### src/rtl/shift_register.sv
// n-bit parallel-load shift register. Load has priority over shift.
// Shifting moves data toward the MSB, and sdatain enters at bit 0.
module shift_register #(
  parameter int n = 8
) (
  input  logic         clk,
  input  logic         n_reset,
  input  logic [n-1:0] pdatain,
  input  logic         sdatain,
  input  logic         load,
  input  logic         shift,
  output logic [n-1:0] pdataout
);

  if (n < 2) begin : g_bad_width
    $error("shift_register: n must be >= 2");
  end

  logic [n-1:0] r_data;

  // NOTE: sequential state uses non-blocking assignments so every register samples pre-edge values.
  always_ff @(posedge clk or negedge n_reset) begin
    if (!n_reset)   r_data <= '0;
    else if (load)  r_data <= pdatain;
    else if (shift) r_data <= {r_data[n-2:0], sdatain};
  end

  assign pdataout = r_data;

`ifndef SYNTHESIS
  a_load: assert property (@(posedge clk) disable iff (!n_reset)
    load |=> pdataout == $past(pdatain));

  a_shift: assert property (@(posedge clk) disable iff (!n_reset)
    (!load && shift) |=> pdataout == {$past(pdataout[n-2:0]), $past(sdatain)});

  a_hold: assert property (@(posedge clk) disable iff (!n_reset)
    (!load && !shift) |=> $stable(pdataout));

  a_reset: assert property (@(posedge clk) !n_reset |-> pdataout == '0);
`endif

endmodule

### config.mk
export PLATFORM = sky130hd
export DESIGN_NAME = shift_register
export DESIGN_NICKNAME = d
export VERILOG_FILES = /design/src/rtl/shift_register.sv
export SDC_FILE = /design/constraint.sdc
export NUM_CORES = 1
export LEC_CHECK = 0
export CORE_AREA = 10 10 47 49
export CTS_BUF_LIST = sky130_fd_sc_hd__clkbuf_16
export DETAILED_ROUTE_END_ITERATION = 10
export DIE_AREA = 0 0 57 59
export PLACE_DENSITY = 0.59
export SYNTH_ARGS = -nofsm -noshare
export SYNTH_HDL_FRONTEND = slang
export SYNTH_SLANG_ARGS = --single-unit
### constraint.sdc
create_clock -name clk -period 0.9 [get_ports clk]
set_input_delay 0.135 -clock clk [delete_from_list [all_inputs] [get_ports clk]]
set_output_delay 0.135 -clock clk [all_outputs]
set_load 0.02 [all_outputs]
Word-level counts from Yosys, hierarchy flattened
Index checks and enable logic that the tools add are counted.

Flip-flop bits (word level): 8. Word-level logic and storage cells: 4. Bits of input ports: 13. Output and inout port bits: 8.

Reductions and logical operators: 1. Muxes and demuxes: 2.

Operators with widths (count): $mux 8 (2); $reduce_bool 2->1 (1).

Depth between registers and ports, before layout
Gate-level depths: netlist of the first run.

Word-level depth: 2. Depth in mapped cells: 3. Gate-level depth less buffers: 2.

Least setup slack after synthesis of the first run
Ideal clock, no wire load.

Path type: register to register. From: register r_data[2], in the netlist pdataout[2]. To: register r_data[3], in the netlist pdataout[3]. Library setup time: 0.121 ns. Path slack: 0.128 ns. Path buffers: 0. Required time: 0.779 ns. Cell stages (with the launch flop): 3. Period minus slack after synthesis: 0.772 ns. Arrival time: 0.651 ns. Path through: dfrtp_1 -> mux2i_1 -> o21ai_1.

Longest elaborated chain between the ends: 2.

Ends and longest elaborated chain: from (decl) (RTL line 19) `logic [n-1:0] r_data;`; from (signal assigned) (RTL line 24) `else if (load) r_data <= pdatain;`; from (signal assigned) (RTL line 25) `else if (shift) r_data <= {r_data[n-2:0], sdatain};`; $mux 8 (RTL line 25); $mux 8 (RTL line 24).

No other way between the ends. The select of a mux whose other input is x is not followed. A chain may end at the register's enable or synchronous reset.

Worst setup path in the final report of the first run
From: register r_data[1], in the netlist pdataout[1]. To: output pdataout[1].

RTL lines: to (decl) (RTL line 12) `output logic [n-1:0] pdataout`.

No word-level cell between the ends.

==> flow_summary.toml, run 1 <==
[route]
vias_per_cell = 4.44
drtPass1Iterations = 4
wl_per_cell_um = 13.5
drc = 0
top_layer_used = "met3"
wl_um = 1110
ant_nets = 0
met2WireLength_um = 481
met3WireLength_um = 171
num_vias = 364
drtIter0Drc = 3
wl_met1_um = 456

[job]
drv_cap = 0

[critical_path]
cp_data_required_time_ps = 760
critPathLaunchType = "flop"
worstSetupPathType = "flop to output pin"
cp_max_fo = 2
slowest_stage = "dfrtp_1"
rrSetupSlack_ps = 40
worstPathCellList = "buf_6"
cp-end-kind = "output pin"
critPathArrivalTime_ps = 780
crit_family = "flip-flops"
slowest_delay_ps = 400
critPathBufInv = 1

[layout]
largest_reg_flops = 8
fillers = 141
fin_cells = 82
antenna_cells = 0
nets = 81
final_util_pct = 54.0
drive_gt1_share_pct = 33.3
multi_input_area_sq_um = 150
syn_to_final_growth_pct = 103
regArea_sq_um = 200

[place]
dp_hpwl_um = 852
gp_congestion = 0.691
place_inst = 77
io_buffer_count = 20

[timing]
max_freq_mhz = 1090
hold_viol_final = 0
finalCritPeriodShare_pct = 102
max_slew_margin_pct = 75.3
slew_violations = 0
rsz0062_at_grt = "yes"
setup_ws_ps = -17.0
worstMarginPinSlew_ps = 369
fin_crit_ps = 917
finalSetupViolCount = 2
finClkSkew_ps = 1.11
whs_ps = 190

[logic_synthesis]
syn_inst = 34
synth_edf_count = 0
synth-seq-cells = 8
ys_types = 5
ys_top_cells_by_count = "8 x dfrtp_1, 8 x mux2i_1, 8 x nand2_1, 8 x o21ai_1, 2 x buf_6"
synth_fp_nets = 47
yosysTopAreaCell = "dfrtp_1"
avgSynthCellArea_sq_um = 11.0
synthTopCellsByArea = "dfrtp_1 54%, mux2i_1 21%, o21ai_1 11%, nand2_1 8.1%, buf_6 6.0%"
async_flop_share_pct = 100
synth_area_sq_um = 373
ys_warn_count = 0
synthFlopType = "dfrtp_1"
seq_area_frac_synth_pct = 53.7
yosysTopAreaCellShare_pct = 53.7

[clock_tree]
cts_buffer_depth = 2
cts_tree = "done"
cts_buffers = 3
h-tree-depth = 1
cts_root_buf = "clkbuf_16"
cts-hold-fix-buffers = 0
insertion_delay_ps = 230
cts_num_sinks = 8
clkSlewWorstSetupHoldPaths_ps = 40

[die]
die_height_um = 59
core_region_area_sq_um = 1400
fp-row-count = 14
die_w_um = 57
die_area_sq_um = 3360
io_pins = 21
start_util_pct = 26.6

[global_route]
grt.total_usage_pct = 7.09
grt_pass1_wl_um = 1810
first_global_vias = 412
grt_max_degree = 11
gr-total-overflow = 0
antenna_found_initial = 0

[run_status]
violations = "negative setup slack"
status = "finished, violations left"

[power_and_ir_drop]
finalPower_w = 0.00151
ir_worst_vdd_mv = 1.13
power_density_nw_per_um2 = 2000
p_leak_nw = 0.367

[min_path]
worstHoldPathType = "primary input to async pin"
metrics by stage:
| stage | instance area, sq um | setup WS (ps) | TNS [ps] |
|---|---|---|---|
| CTS | 709 | -27.2 | -35.5 |
| floorplan | 373 | 128 | 0 |
| global route | 757 | -49.7 | -131 |
| detailed placement | 651 | -274 | -3570 |
| global placement | 651 | -283 | -3540 |
| finish | 757 | -17.0 | -17.0 |
routing by layer:
layer	vias up	track usage, %
met2	19	10.7
met5	-	0
li1	182	-
met4	0	4.03
met3	0	5.79
met1	163	6.65
kinds of logic after synthesis:
logic type,share of synthesized area [%]
compound gates,10.7
buf+inv,6.04
flops,53.7
mux,21.5
simple gates,8.05
worst paths after layout:
| path | from | endpoint | cells past startpoint |
|---|---|---|---|
| worst max register to register | pdataout[1] | pdataout[2] | 3 |
| worst min register to register | pdataout[7] | pdataout[7] | 3 |
| max in group asynchronous | n_reset | pdataout[4] | 1 |
| worst min-delay path | n_reset | pdataout[7] | 1 |
| min in group clk | pdatain[7] | pdataout[7] | 3 |
| worst max-delay path | pdataout[1] | pdataout[1] | 1 |
where the power goes:
part / switching, W / internal [W]
Sequential: 0.0000301 / 0.000399
Combinational: 0.000140 / 0.000209
Clock: 0.000162 / 0.000572
what timing repair did:
item	CTS	global route
setup buffers	0	2
pin swaps	0	1
endpoints found under the setup margin	16	12
resized for setup	41	10
cell usage in the layout, fill, tap and decap left out:
master           Yosys  layout
clkdlybuf4s50_1      0      11
buf_6                2      10
mux2i_1              8       8
nand2_1              8       8
o21ai_1              8       8
dfrtp_1              8       8
buf_4                0       8
clkbuf_16            0       3
dlygate4sd2_1        0       1
buf_12               0       1
cell type report:
| cell class | count | area share [%] |
|---|---|---|
| clock buffers | 3 | 9.92 |
| well taps | 16 | 2.64 |
| flip-flops and latches | 8 | 26.4 |
| multi-input cells | 24 | 19.8 |
| repair buffers | 31 | 41.2 |
Note: power is estimated with default switching activity, not from simulation.
==> run 2, diff against run 1 <==
- SLEW_MARGIN: not set -> 20
==> results of run 2 <==
The final DEF is identical to that of run 1; final timing and power are the same.
==> run 3, diff against run 2 <==
- SLEW_MARGIN: 20 -> 10
==> results of run 3 <==
The final DEF is identical to that of run 1; final timing and power are the same.
